<file path="src/rtl/core_run_ctrl.sv">
// core_run_ctrl: sequences one compute run, pulsing set/clr for a set-priority running flag and counting beats.
module core_run_ctrl #(
  parameter int CountBits = 16
) (
  input  logic                 clk_i,
  input  logic                 rst_i,
  input  logic                 srst_i,
  input  logic                 start_i,
  input  logic [CountBits-1:0] len_i,
  input  logic                 beat_i,
  input  logic                 abort_i,
  output logic                 set_o,
  output logic                 clr_o,
  output logic                 busy_o,
  output logic                 last_o,
  output logic                 done_o,
  output logic                 aborted_o,
  output logic                 start_err_o,
  output logic [CountBits-1:0] count_o
);
  typedef enum logic [1:0] {IDLE, RUN, DONE} state_t;
  localparam logic [CountBits-1:0] One = 1;
  state_t state_q, state_d;
  logic [CountBits-1:0] len_q, len_d, count_q, count_d;
  logic set_q, set_d, clr_q, clr_d, done_q, done_d, aborted_q, aborted_d, err_q, err_d;
  always_comb begin
    state_d = state_q;
    len_d = len_q;
    count_d = count_q;
    set_d = 1'b0;
    clr_d = 1'b0;
    done_d = 1'b0;
    aborted_d = 1'b0;
    err_d = 1'b0;
    if (state_q == RUN) begin
      err_d = start_i;
      if (abort_i) begin
        state_d = IDLE;
        aborted_d = 1'b1;
        clr_d = 1'b1;
      end else if (beat_i) begin
        count_d = count_q + One;
        if (count_q == len_q - One) begin
          state_d = DONE;
          done_d = 1'b1;
          clr_d = 1'b1;
        end
      end
    end else if (start_i) begin
      // a zero-length run completes immediately without ever touching the flag
      len_d = len_i;
      count_d = '0;
      state_d = (len_i != '0) ? RUN : DONE;
      set_d = len_i != '0;
      done_d = len_i == '0;
    end else begin
      state_d = IDLE;
    end
  end
  always_ff @(posedge clk_i or posedge rst_i) begin
    if (rst_i) begin
      state_q <= IDLE;
      len_q <= '0;
      count_q <= '0;
      {set_q, clr_q, done_q, aborted_q, err_q} <= '0;
    end else if (srst_i) begin
      state_q <= IDLE;
      len_q <= '0;
      count_q <= '0;
      {set_q, clr_q, done_q, aborted_q, err_q} <= '0;
    end else begin
      state_q <= state_d;
      len_q <= len_d;
      count_q <= count_d;
      {set_q, clr_q, done_q, aborted_q, err_q} <= {set_d, clr_d, done_d, aborted_d, err_d};
    end
  end
  assign set_o = set_q;
  assign clr_o = clr_q;
  assign busy_o = state_q == RUN;
  assign last_o = (state_q == RUN) && (count_q == len_q - One);
  assign done_o = done_q;
  assign aborted_o = aborted_q;
  assign start_err_o = err_q;
  assign count_o = count_q;
endmodule

</file>
<file path="config.mk">
export PLATFORM = sky130hd
export DESIGN_NAME = core_run_ctrl
export DESIGN_NICKNAME = d
export VERILOG_FILES = /design/src/rtl/core_run_ctrl.sv
export SDC_FILE = /design/constraint.sdc
export NUM_CORES = 1
export LEC_CHECK = 0
export ABC_CLOCK_PERIOD_IN_PS = 3150
export CAP_MARGIN = 20
export CORE_MARGIN = 4
export CORE_UTILIZATION = 51
export DETAILED_ROUTE_END_ITERATION = 10
export PLACE_DENSITY_LB_ADDON = 0.1
export SLEW_MARGIN = 20
export SYNTH_ARGS = -nofsm -noshare
export SYNTH_HDL_FRONTEND = slang
export SYNTH_SLANG_ARGS = --single-unit
</file>
<file path="constraint.sdc">
create_clock -name clk_i -period 3.15 [get_ports clk_i]
set_input_delay 0.63 -clock clk_i [delete_from_list [all_inputs] [get_ports clk_i]]
set_output_delay 0.63 -clock clk_i [all_outputs]
set_load 0.03 [all_outputs]
</file>
== After elaboration in Yosys (flattened, before gate mapping) ==
Index checks and enable logic that the tools add are counted.
Storage, ports and cells
  register bits after elaboration: 39
  bits of input ports: 22
  output and inout port bits: 23
Cells by class
  add/sub/neg operators: 2
  eq/ne operators: 7
  multiplexer cells: 32
  reduce and logical (&&, ||, !) cells: 8
Operators with widths (number)
  16-bit 2-to-1 mux: 8
  1-bit 2-to-1 mux: 17
  16-bit by 1-bit adder with 16-bit output, second input constant: 1
  16-bit equality test: 1
  16-bit zero test: 1
  16-bit nonzero test: 1
  16-bit by 1-bit subtractor with 16-bit output, second input constant: 1
  2-bit 2-to-1 mux: 7
  3-bit inequality test, second input constant: 2
  4-bit by 3-bit inequality test with 1-bit output, second input constant: 1
  4-bit inequality test, second input constant: 1
  2-bit AND reduction: 2
  3-bit AND reduction: 1
  3-bit nonzero test: 1
  2-bit by 1-bit equality test with 1-bit output, second input constant: 1
  2-bit inequality test, second input constant: 1
  2-bit nonzero test: 1
  1-bit logical AND: 1

== Logic depth before layout (Yosys ltp) ==
  depth after elaboration: 7
  mapped depth: 9
  depth with buffers taken out: 8

== Worst setup path before layout ==
No wires, ideal clock.
  kind: register to output
  from: register len_q[0]
  to: output port last_o
  arrival time: 2673 ps
  data required time: 2520 ps
  slack: -153 ps
  cell stages (with the launch flop): 10
  path buffers: 1
  path through: dfrtp_1 -> inv_1 -> ha_1 -> buf_6 -> or3b_4 -> o31a_1 -> or4_1 -> o32ai_2 -> nand3_1 -> nor4_2
Between the ends
  cells in the longest elaborated chain, start to end: 3
RTL lines
  start, declared: line 24  | logic [CountBits-1:0] len_q, len_d, count_q, count_d;
  start signal, assigned: line 73  | len_q <= len_d;
  16-bit by 1-bit subtractor with 16-bit output: line 81  | assign last_o = (state_q == RUN) && (count_q == len_q - One);
  16-bit equality test: line 81
  1-bit logical AND: line 81
  end, declared: line 15  | output logic last_o,
Every way passes these cells.

== Worst setup path after layout ==
  from: register len_q[1]
  to: output port last_o
Same word-level chain as after synthesis.

==> flow_metrics.tcl <==
set metrics [dict create \
    p_comb_frac 0.238 \
    io_pins 45 \
    die_x_um 75.2 \
    synth-edff-count 0 \
    dp_cells 341 \
    sw_frac_of_total 0.287 \
    fp.dieArea_mm2 0.00566 \
    required_ns 2.52 \
    p_leak_uw 0.00126 \
    timing.final.ws_setup_ns -0.108 \
    initial_core_util 0.529 \
    regArea_um2 977 \
    end_kind "output pin" \
    reg2reg_depth 8 \
    dp_hpwl_mm 4.63 \
    via_per_inst 6.00 \
    synth.cell_area_mm2 0.00230 \
    drtIter0Drc 117 \
    hold_viol 0 \
    synthArstFlopShare 1.00 \
    reg2reg_slack_ns 0.75 \
    cts_tree "done" \
    yosysWarningCount 0 \
    power_frac_seq 0.455 \
    syn-num-nets 268 \
    clkSlewWorstSetupHoldPaths_ns 0.08 \
    cp_top_family "simple AND/OR/NAND/NOR gates" \
    die_h_um 75.2 \
    grt_max_degree 40 \
    tightest_slew_ns 0.647 \
    hold_ws_ns 0.541 \
    core-area_mm2 0.00435 \
    cp_num_buf_inv 2 \
    ys_types 47 \
    diodes 0 \
    finalCritPeriodShare 1.03 \
    cpPeakStageDelay_ns 0.44 \
    fin_skew_ns 0.00611 \
    grt_pass1_vias 1913 \
    ant_nets 0 \
    cts_buffers 5 \
    ir_worst_vdd_mv 0.272 \
    clockBufferDepth 2 \
    slew_violations 0 \
    avgSynthCellArea_um2 9.45 \
    violations "setup timing" \
    r2r_start "len_q[1]$_DFFE_PP0P_" \
    fmax_ghz 0.307 \
    final_nets 320 \
    rr_endpoint "state_q[0]$_DFFE_PP0P_" \
    grt-busiest-layer "met2" \
    start_kind "register" \
    numPortBuffers 44 \
    setup_viol 1 \
    areaGrowthSynthToFinish_pct 30.8 \
    clock_latency_ns 0.29 \
    cp_max_fo 2 \
    clkPwrFrac 0.307 \
    wl_mm 6.11 \
    routabilityCongestion 0.881 \
    use_met2 0.341 \
    drtPass1Iterations 4 \
    fin_setup_tns_ns -0.108 \
    grt_pass1_wl_mm 9.51 \
    drive_above_1_share 0.118 \
    status "finished with violations" \
    slowest_stage "or4_4" \
    postCtsHoldBufs 0 \
    antenna_found_initial 0 \
    cts_root_buffer "clkbuf_8" \
    wl_per_cell_um 17.5 \
    synth-seq-cells 39 \
    dr_total_vias 2095 \
    multiInputGateArea_mm2 0.00130 \
    holdPathEnd "len_q[15]$_DFFE_PP0P_" \
    fill_cells 368 \
    min_from "len_q[15]$_DFFE_PP0P_" \
    num_rows 24 \
    netSwitchingPower_uw 343 \
    drcViolationCount 0 \
    met3_usage 0.0507 \
    grt_usage 0.225 \
    internal-power_uw 851 \
    critical_path_class "reg2out" \
    htreeDepth 2 \
    fin_crit_ns 3.26 \
    instances_no_fill 349 \
    clkSinkCount 39 \
    drv_cap 0 \
    ys_seq_area_frac 0.423 \
    cp_cell_sequence "inv_1 -> ha_4 -> or3b_4 -> o31a_1 -> or4_4 -> o32ai_4 -> nand3_2 -> nor4_4 -> buf_6" \
    holdPathStages 1 \
    grt_util_met1 0.319 \
    p_per_area_mw_per_mm2 396 \
    postSynth.topFlopCell "dfrtp_1" \
    postSynthCellCount 244 \
    worst_hold_path_type "reg2reg" \
    worst_ep_arrival_time_ns 2.63 \
    overflow 0 \
    slew_headroom 0.564 \
    grt_setup_unrepaired "true" \
]
[metrics by stage]
step / worst slack, ns / total power [µW] / instance area, µm² / util
6_report: -0.108 / 1190 / 3020 / 0.693
5_1_grt: -0.219 / 1260 / 3020 / 0.693
4_1_cts: -0.188 / 1180 / 2960 / 0.680
3_5_place_dp: 0.111 / 814 / 2860 / 0.656
3_3_place_gp: 0.139 / 812 / 2860 / 0.656
2_1_floorplan: -0.00381 / 717 / 2310 / -
[repair_timing]
action                     in CTS  in global routing
hold endpoints to repair        0                  0
gates resized for setup         2                 11
setup endpoints to repair       1                  1
buffers inserted                0                  0
pin swaps                       2                  2
[synthesized netlist by cell type, types with 2 or more instances]
cell / n / area share
a211oi_1: 2 / 0.0065
a21o_1: 2 / 0.0065
a21oi_1: 9 / 0.020
a22o_1: 12 / 0.046
a41oi_1: 2 / 0.0076
and4_1: 2 / 0.0076
clkbuf_1: 10 / 0.016
dfrtp_1: 39 / 0.42
ha_1: 2 / 0.011
inv_1: 11 / 0.018
nand2_1: 15 / 0.024
nand2b_1: 3 / 0.0081
nand3_1: 7 / 0.015
nand4_1: 4 / 0.011
nor2_1: 23 / 0.037
nor3_1: 6 / 0.013
nor3b_1: 2 / 0.0065
nor4_1: 11 / 0.030
nor4b_1: 2 / 0.0076
nor4bb_1: 2 / 0.0087
o211ai_1: 2 / 0.0065
o21ai_0: 14 / 0.030
o21bai_1: 2 / 0.0065
or3_1: 6 / 0.016
or4_1: 3 / 0.0098
xnor2_1: 16 / 0.061
xor2_1: 15 / 0.057
[worst reg2reg max path, cell delays in order (launching register included)]
cell     delay (ns)
dfrtp_1        0.39
inv_1          0.11
ha_4           0.14
or3b_4         0.37
o31a_1         0.28
or4_4          0.44
o32ai_4        0.14
nand4_2        0.21
a21o_1         0.22
[power by group through the flow]
| stage | Clock, µW | Combinational [µW] | Sequential (µW) |
|---|---|---|---|
| after floorplan | 0 | 169 | 548 |
| after global routing | 401 | 309 | 546 |
| after CTS | 376 | 265 | 542 |
| after detailed placement | 0 | 262 | 552 |
| after global placement | 0 | 261 | 551 |
| final | 367 | 284 | 544 |
[kinds of logic after synthesis]
| kind of cell | share of synthesized area |
|---|---|
| adders and majority gates | 0.0109 |
| and+or+nand+nor | 0.217 |
| buffers and inverters | 0.0391 |
| xor gates and xnor gates | 0.118 |
| AOI/OAI and AO/OA | 0.192 |
| DFF | 0.423 |
[worst max-delay path by stage]
| stage | to | start | cells after the start |
|---|---|---|---|
| finish | last_o | len_q[1]$_DFFE_PP0P_ | 9 |
| global route | last_o | len_q[0]$_DFFE_PP0P_ | 9 |
| CTS | last_o | len_q[0]$_DFFE_PP0P_ | 9 |
| detailed placement | last_o | len_q[1]$_DFFE_PP0P_ | 8 |
| global placement | last_o | len_q[1]$_DFFE_PP0P_ | 8 |
| floorplan | last_o | len_q[0]$_DFFE_PP0P_ | 9 |
[sequential cells by signal (all words and copies together), names as in the netlist]
signal and count:
aborted_o 1, clr_o 1, count_o 16, done_o 1, len_q 16, set_o 1
start_err_o 1, state_q 2
[final cells by class]
class,instances,area share
Multi-Input combinational cell,183,0.431
Timing Repair Buffer,56,0.176
Clock buffer,8,0.0332
Sequential cell,39,0.324
Inverter,11,0.0137
Tap cell,52,0.0216
[placed cells by master, fill, tap and decap left out, types with 3 or more instances in the layout]
| cell | Yosys | final |
|---|---|---|
| nand2b_1 | 3 | 3 |
| dfrtp_1 | 39 | 38 |
| buf_4 | 0 | 12 |
| or3_1 | 6 | 6 |
| clkbuf_8 | 0 | 7 |
| inv_1 | 11 | 10 |
| nand2_1 | 15 | 15 |
| xor2_1 | 15 | 15 |
| nand4_1 | 4 | 4 |
| xnor2_1 | 16 | 16 |
| nand3_1 | 7 | 6 |
| clkdlybuf4s50_1 | 0 | 43 |
| nor4_1 | 11 | 10 |
| a22o_1 | 12 | 12 |
| nor2_1 | 23 | 23 |
| o21ai_0 | 14 | 13 |
| a21oi_1 | 9 | 9 |
| nor3_1 | 6 | 6 |
[layer usage]
layer,share of wire,vias up
met3,0.039,11
met1,0.47,1036
li1,-,1002
met5,0,-
met2,0.47,46
met4,0.020,0
(Power assumes the default switching activity.)
